`config.mk`:
```
export PLATFORM = sky130hd
export DESIGN_NAME = btb_predictor
export DESIGN_NICKNAME = d
export VERILOG_FILES = /design/src/rtl/bp_pkg.sv /design/src/rtl/bp_stats.sv /design/src/rtl/btb_predictor.sv
export SDC_FILE = /design/constraint.sdc
export NUM_CORES = 2
export LEC_CHECK = 0
export CAP_MARGIN = 20
export CORE_ASPECT_RATIO = 1.2
export CORE_MARGIN = 10
export CORE_UTILIZATION = 62
export CTS_BUF_LIST = sky130_fd_sc_hd__clkbuf_2 sky130_fd_sc_hd__clkbuf_4 sky130_fd_sc_hd__clkbuf_8
export DETAILED_ROUTE_END_ITERATION = 10
export PLACE_DENSITY = 0.8
export SLEW_MARGIN = 25
export SYNTH_ARGS = -nofsm -noshare
export SYNTH_HDL_FRONTEND = slang
export SYNTH_SLANG_ARGS = --single-unit
export TNS_END_PERCENT = 1
```
`constraint.sdc`:
```
create_clock -name CLK -period 42 [get_ports CLK]
set_input_delay 10.5 -clock CLK [delete_from_list [all_inputs] [get_ports CLK]]
set_output_delay 10.5 -clock CLK [all_outputs]
set_load 0.03 [all_outputs]
```
`src/rtl/bp_pkg.sv`:
```
// Package bp_pkg: shared definitions for the btb_predictor branch target buffer.
//   - default configuration widths (the top-level parameters default to these)
//   - btb_entry_t: one BTB entry {valid, tag, target, ctr} at the default widths
//   - sat_inc / sat_dec: saturating step helpers for the direction counters
package bp_pkg;

  localparam int ENTRIES_DEF  = 16;
  localparam int CTR_BITS_DEF = 2;
  localparam int PC_W_DEF     = 32;
  localparam int CNT_W_DEF    = 32;
  localparam int IDX_W_DEF    = $clog2(ENTRIES_DEF);
  localparam int TAG_W_DEF    = PC_W_DEF - IDX_W_DEF - 2;

  typedef struct packed {
    logic                    valid;
    logic [TAG_W_DEF-1:0]    tag;
    logic [PC_W_DEF-1:0]     target;
    logic [CTR_BITS_DEF-1:0] ctr;
  } btb_entry_t;

  // Counters are passed zero-extended to 32 bits so one function pair serves
  // every CTR_BITS setting; callers truncate the result back.
  function automatic logic [31:0] sat_inc(input logic [31:0] v, input logic [31:0] maxv);
    return (v >= maxv) ? maxv : v + 32'd1;
  endfunction

  function automatic logic [31:0] sat_dec(input logic [31:0] v);
    return (v == 32'd0) ? 32'd0 : v - 32'd1;
  endfunction

endpackage

```
`src/rtl/bp_stats.sv`:
```
// bp_stats: three saturating event counters for the branch predictor.
// Ports:
//   CLK, RST          clock, asynchronous active-high reset
//   upd_valid         a resolved branch arrived this cycle
//   mispredict        that branch was mispredicted
//   stat_lookups      non-reset cycles seen
//   stat_branches     resolved branches seen
//   stat_mispredicts  mispredicted branches seen
// All counters stick at all-ones rather than wrapping.
module bp_stats #(
  parameter int CNT_W = 32
) (
  input  logic             CLK,
  input  logic             RST,
  input  logic             upd_valid,
  input  logic             mispredict,
  output logic [CNT_W-1:0] stat_lookups,
  output logic [CNT_W-1:0] stat_branches,
  output logic [CNT_W-1:0] stat_mispredicts
);

  always_ff @(posedge CLK or posedge RST) begin
    if (RST) begin
      stat_lookups     <= '0;
      stat_branches    <= '0;
      stat_mispredicts <= '0;
    end else begin
      if (!(&stat_lookups))
        stat_lookups <= stat_lookups + 1'b1;
      if (upd_valid && !(&stat_branches))
        stat_branches <= stat_branches + 1'b1;
      if (mispredict && !(&stat_mispredicts))
        stat_mispredicts <= stat_mispredicts + 1'b1;
    end
  end

endmodule

```
`src/rtl/btb_predictor.sv`:
```
// btb_predictor: direct-mapped branch target buffer with per-entry saturating
// direction counters.
// Ports:
//   CLK, RST        clock, asynchronous active-high reset
//   PC              fetch lookup address (combinational lookup)
//   pred_taken      predicted taken (valid, tag match, counter MSB set)
//   pred_target     predicted target, 0 when not predicted taken
//   upd_*           resolved-branch update from execute/memory
//   flush           invalidate all entries (wins over a same-cycle update)
//   stat_*          event counters, present only when BP_STATS_EN is defined
// Optional feature macro: BP_STATS_EN (adds the bp_stats counters and ports).
module btb_predictor
  import bp_pkg::*;
#(
  parameter int ENTRIES  = ENTRIES_DEF,
  parameter int CTR_BITS = CTR_BITS_DEF,
  parameter int PC_W     = PC_W_DEF,
  parameter int CNT_W    = CNT_W_DEF
) (
  input  logic             CLK,
  input  logic             RST,
  input  logic [PC_W-1:0]  PC,
  output logic             pred_taken,
  output logic [PC_W-1:0]  pred_target,
  input  logic             upd_valid,
  input  logic [PC_W-1:0]  upd_pc,
  input  logic             upd_taken,
  input  logic [PC_W-1:0]  upd_target,
  input  logic             upd_pred_taken,
  input  logic             flush
`ifdef BP_STATS_EN
  ,
  output logic [CNT_W-1:0] stat_lookups,
  output logic [CNT_W-1:0] stat_branches,
  output logic [CNT_W-1:0] stat_mispredicts
`endif
);

  localparam int IDX_W = $clog2(ENTRIES);
  localparam int TAG_W = PC_W - IDX_W - 2;

  localparam logic [CTR_BITS-1:0] CTR_MAX = '1;
  localparam logic [CTR_BITS-1:0] CTR_WT  = CTR_BITS'(1) << (CTR_BITS - 1);
  localparam logic [CTR_BITS-1:0] CTR_WNT = CTR_WT - 1'b1;

  typedef struct packed {
    logic                valid;
    logic [TAG_W-1:0]    tag;
    logic [PC_W-1:0]     target;
    logic [CTR_BITS-1:0] ctr;
  } entry_t;

  entry_t tbl [ENTRIES];

  // Lookup side
  logic [IDX_W-1:0] l_idx;
  logic [TAG_W-1:0] l_tag;
  entry_t           l_ent;

  assign l_idx = PC[IDX_W+1:2];
  assign l_tag = PC[PC_W-1:IDX_W+2];
  assign l_ent = tbl[l_idx];

  // Gated by RST as well so the outputs drop the instant reset rises.
  assign pred_taken  = !RST && l_ent.valid && (l_ent.tag == l_tag) && l_ent.ctr[CTR_BITS-1];
  assign pred_target = pred_taken ? l_ent.target : '0;

  // Update side
  logic [IDX_W-1:0]    u_idx;
  logic [TAG_W-1:0]    u_tag;
  entry_t              u_ent;
  logic                u_hit;
  logic [CTR_BITS-1:0] u_ctr_inc;
  logic [CTR_BITS-1:0] u_ctr_dec;

  assign u_idx     = upd_pc[IDX_W+1:2];
  assign u_tag     = upd_pc[PC_W-1:IDX_W+2];
  assign u_ent     = tbl[u_idx];
  assign u_hit     = u_ent.valid && (u_ent.tag == u_tag);
  assign u_ctr_inc = CTR_BITS'(sat_inc(32'(u_ent.ctr), 32'(CTR_MAX)));
  assign u_ctr_dec = CTR_BITS'(sat_dec(32'(u_ent.ctr)));

  always_ff @(posedge CLK or posedge RST) begin
    if (RST) begin
      for (int i = 0; i < ENTRIES; i++)
        tbl[i] <= '{valid: 1'b0, tag: '0, target: '0, ctr: CTR_WNT};
    end else if (flush) begin
      // Tags and targets are left as they are; only validity and training reset.
      for (int i = 0; i < ENTRIES; i++) begin
        tbl[i].valid <= 1'b0;
        tbl[i].ctr   <= CTR_WNT;
      end
    end else if (upd_valid) begin
      if (u_hit) begin
        if (upd_taken) begin
          tbl[u_idx].ctr    <= u_ctr_inc;
          tbl[u_idx].target <= upd_target;
        end else begin
          tbl[u_idx].ctr <= u_ctr_dec;
        end
      end else if (upd_taken) begin
        // Allocate (or evict an aliasing entry) as weakly taken.
        tbl[u_idx] <= '{valid: 1'b1, tag: u_tag, target: upd_target, ctr: CTR_WT};
      end
    end
  end

  logic unused_lsbs;
  assign unused_lsbs = ^{PC[1:0], upd_pc[1:0]};

`ifdef BP_STATS_EN
  logic mispredict;
  assign mispredict = upd_valid && (upd_pred_taken != upd_taken);

  bp_stats #(
    .CNT_W(CNT_W)
  ) u_stats (
    .CLK              (CLK),
    .RST              (RST),
    .upd_valid        (upd_valid),
    .mispredict       (mispredict),
    .stat_lookups     (stat_lookups),
    .stat_branches    (stat_branches),
    .stat_mispredicts (stat_mispredicts)
  );
`else
  logic unused_pred_taken;
  assign unused_pred_taken = upd_pred_taken;
`endif

endmodule

```
==> metrics.csv <==
stage,metric,value,unit
timing,fmax,37.9,MHz
synth,synth_seq_area_share,50.0,%
timing,fin_crit_sh,62.9,%
die,die_x,276,um
synth,ys_ff_latch,976,
synth,async_flop_share,100,%
synth,yosys-top-cells-area,"dfrtp_1 49%, mux4_2 17%, mux2_2 15%, nand2_1 7.1%, mux2i_1 1.7%",
clocking,clock-sinks,976,
synth,yosys.cell_count.top_type,dfrtp_1,
routing,drc_errors,0,
setup_path,worstPathCellList,buf_8 -> buf_4 -> buf_4 -> mux4_2 -> mux4_2 -> xnor2_1 -> nand3_1 -> nor3_1 -> nand4_1 -> buf_4 -> nor2b_1 -> clkdlybuf4s50_1,
routing,wirelength,135000,um
synth,synth_top_family_by_area,multiplexers,
placed_design,dp_hpwl,75800,um
setup_path,path_depth,12,
layout,top_regs,tbl (976),
pwr,p_leak,25.3,nW
grt,grt_pass1_wl,208000,um
min_path,hold_end,tbl[613],
synth,synth.top_cell.area_share,49.1,%
synth,syn_area_per_cell,12.9,um^2
routing,drt-vias-per-instance,6.66,
die,fp-row-count,112,
synth,synth_cell_types,61,
synth,synthMuxAreaShare,33.9,%
die,die-area,0.0906,mm^2
setup_path,cp_slowest_stage_delay,0.85,ns
synth,postSynthCellCount,3784,
synth,synth_compound_area_share,2.56,%
routing,ant_nets,0,
timing,setup_viol,0,
synth,synthSimpleGateAreaFrac,9.32,%
clocking,cts_setup_buffers,0,
min_path,min_path_type,reg -> reg,
grt,antenna_found_initial,11,
setup_path,critical_path_class,in -> out,
synth,netlist_area,0.0489,mm^2
grt,grt_usage,29.8,%
die,ios,135,
pwr,peakVddDrop,0.0347,mV
die,initial_utilization,62.7,%
synth,synth_ff_type,dfrtp_1,
die,die_h,328,um
timing,max_slew.worst_pin.slew,1.12,ns
layout,nNetsFinal,3904,
clocking,clkTransAtPathRegs,0.06,ns
routing,vias,33000,
clocking,htree_levels,4,
job,maxCapViolCount,0,
placed_design,gp_congestion,0.893,
setup_path,critPathMaxFanout,60,
timing,finalCriticalPeriod,26.41,ns
setup_path,cp-start-kind,primary input,
layout,drive_gt1_share,37.1,%
layout,n_fill_cell,5218,
die,core_area,0.0781,mm^2
timing,slew_headroom,25.1,%
pwr,power_density,44.4,mW/mm^2
setup_path,crit_top_cell,buf_4,
timing,rsz0062_at_grt,no,
timing,setup_tns,0,ns
synth,yosysWarnings,0,
clocking,cts_made_buffers,155,
setup_path,crit_family,buffers and inverters,
setup_path,crit_slowest_cell,buf_4,
run_status,status,"finished, final reports clean",
min_path,hold_start,tbl[613],
synth,yosys.area_share.xor_xnor,1.13,%
setup_path,required,31.50,ns
grt,grt_pass1_vias,34600,
min_path,hold_path_depth,2,
setup_path,timing.rr.end,tbl[233],
setup_path,crit_buf_inv,5,
timing,slew_viol_final,0,
setup_path,rr_startpoint,tbl[288],
grt,gr-total-overflow,0,
clocking,cts-root-buf,clkbuf_8,
synth,synth_common_cells,"960 x dfrtp_1, 929 x nand2_1, 662 x mux2_2",
clocking,cts-resized-gates,0,
routing,wl_per_cell,27.3,um
routing,first_iter_violations,3858,
setup_path,r2r_slack,37.24,ns
clocking,clock_path_buffers,3,
timing,hold_viol_final,0,
placed_design,placement.io_buffers,129,
setup_path,endpoint_kind,output port,
clocking,cts_hold_buf,0,
synth,syn-num-nets,3886,
layout,area_growth,11.2,%
layout,largest_reg_flops,976,
clocking,cts_tree,yes,
setup_path,reg2reg_depth,11,
synth,yosysTopAreaCell,dfrtp_1,
synth,synth_adder_area_share,0,%
grt,grt_start_max_net_pins,183,
synth,synth_edf_count,0,
setup_path,crit_arrival,15.91,ns
routing,first_pass_iters,5,
layout,largest_register,tbl,
clocking,clkLatencyLatePin,0.86,ns
layout,fin_util,69.7,%
timing,fin_skew,0.0466,ns
through the flow:
stage	power [mW]	hold WS [ns]	std cells	setup WS (ns)	instance area (um^2)
after floorplan	1.40	0.441	3784	4.07	48900
after global placement	1.48	0.453	4669	15.63	50700
after detailed placement	1.50	0.458	4669	15.55	50700
after CTS	2.42	0.474	4946	15.58	54300
after global routing	2.50	0.486	4952	15.44	54400
final	2.41	0.470	4955	15.59	54400
layout by cell type (no fill, tap or decap), drive strengths merged, types with 8 or more instances in the layout:
master and instances:
a211oi 8, a22oi 17, a31oi 16, buf 70, bufinv 11, clkbuf 234
clkdlybuf4s50 122, clkinv 22, dfrtp 960, dfstp 16, inv 15, mux2 662
mux2i 82, mux4 370, nand2 943, nand3 20, nor2 54, nor2b 45
nor3 12, nor4 12, o211ai 23, o21ai 31, o221a 9, o221ai 8
o22ai 12, xnor2 46, xor2 17
cell type report:
type | count | area, um^2 | area share, %
Sequential cell | 976 | 24400 | 45.0
Multi-Input combinational cell | 2468 | 23200 | 42.6
Clock buffer | 234 | 3000 | 5.52
Timing Repair Buffer | 192 | 1870 | 3.45
Tap cell | 1026 | 1280 | 2.36
Clock inverter | 43 | 551 | 1.01
Inverter | 9 | 41.3 | 0.0759
Antenna cell | 7 | 17.5 | 0.0322
where the power goes:
group          internal (mW)  switching (mW)  leakage [nW]
Clock                  0.527           0.396          1.87
Combinational          0.196           0.158          10.5
Sequential              1.06          0.0753          13.0
Total                   1.78           0.630          25.3
kinds of logic (layout without fill, tap and decap cells):
family / after synthesis / in the layout
flip-flops: 976 / 976
other: 0 / 7
AO/OA/AOI/OAI: 169 / 169
AND/OR/NAND/NOR: 1122 / 1122
XOR/XNOR: 63 / 63
buffers and inverters: 340 / 478
multiplexers: 1114 / 1114
worst register-to-register path, cell delays in order, from the launching register on:
cell and delay [ns]:
dfrtp_1 0.39, mux4_2 0.48, mux2i_1 0.15, mux2i_1 0.11, xor2_1 0.22, or4b_1 0.58
nor4_1 0.85, nand3_2 0.12, buf_4 0.35, nand2_2 0.53, buf_4 0.45, mux2_2 0.40
worst max path at each step:
stage | start | to | slack (ns)
floorplan | RST | tbl[100] | 4.07
global placement | PC[4] | pred_target[3] | 15.63
detailed placement | PC[4] | pred_target[3] | 15.55
CTS | PC[4] | pred_target[3] | 15.58
global route | PC[4] | pred_target[1] | 15.44
finish | PC[4] | pred_target[1] | 15.59
per-layer routing:
| layer | vias up | share of wire [%] | global-route usage, % |
|---|---|---|---|
| met5 | - | 0.12 | 0 |
| li1 | 13600 | - | - |
| met1 | 17200 | 37 | 36.7 |
| met2 | 1730 | 49 | 48.9 |
| met4 | 16 | 5.4 | 15.7 |
| met3 | 465 | 8.6 | 6.68 |
Power figures use the tool's default switching activity.
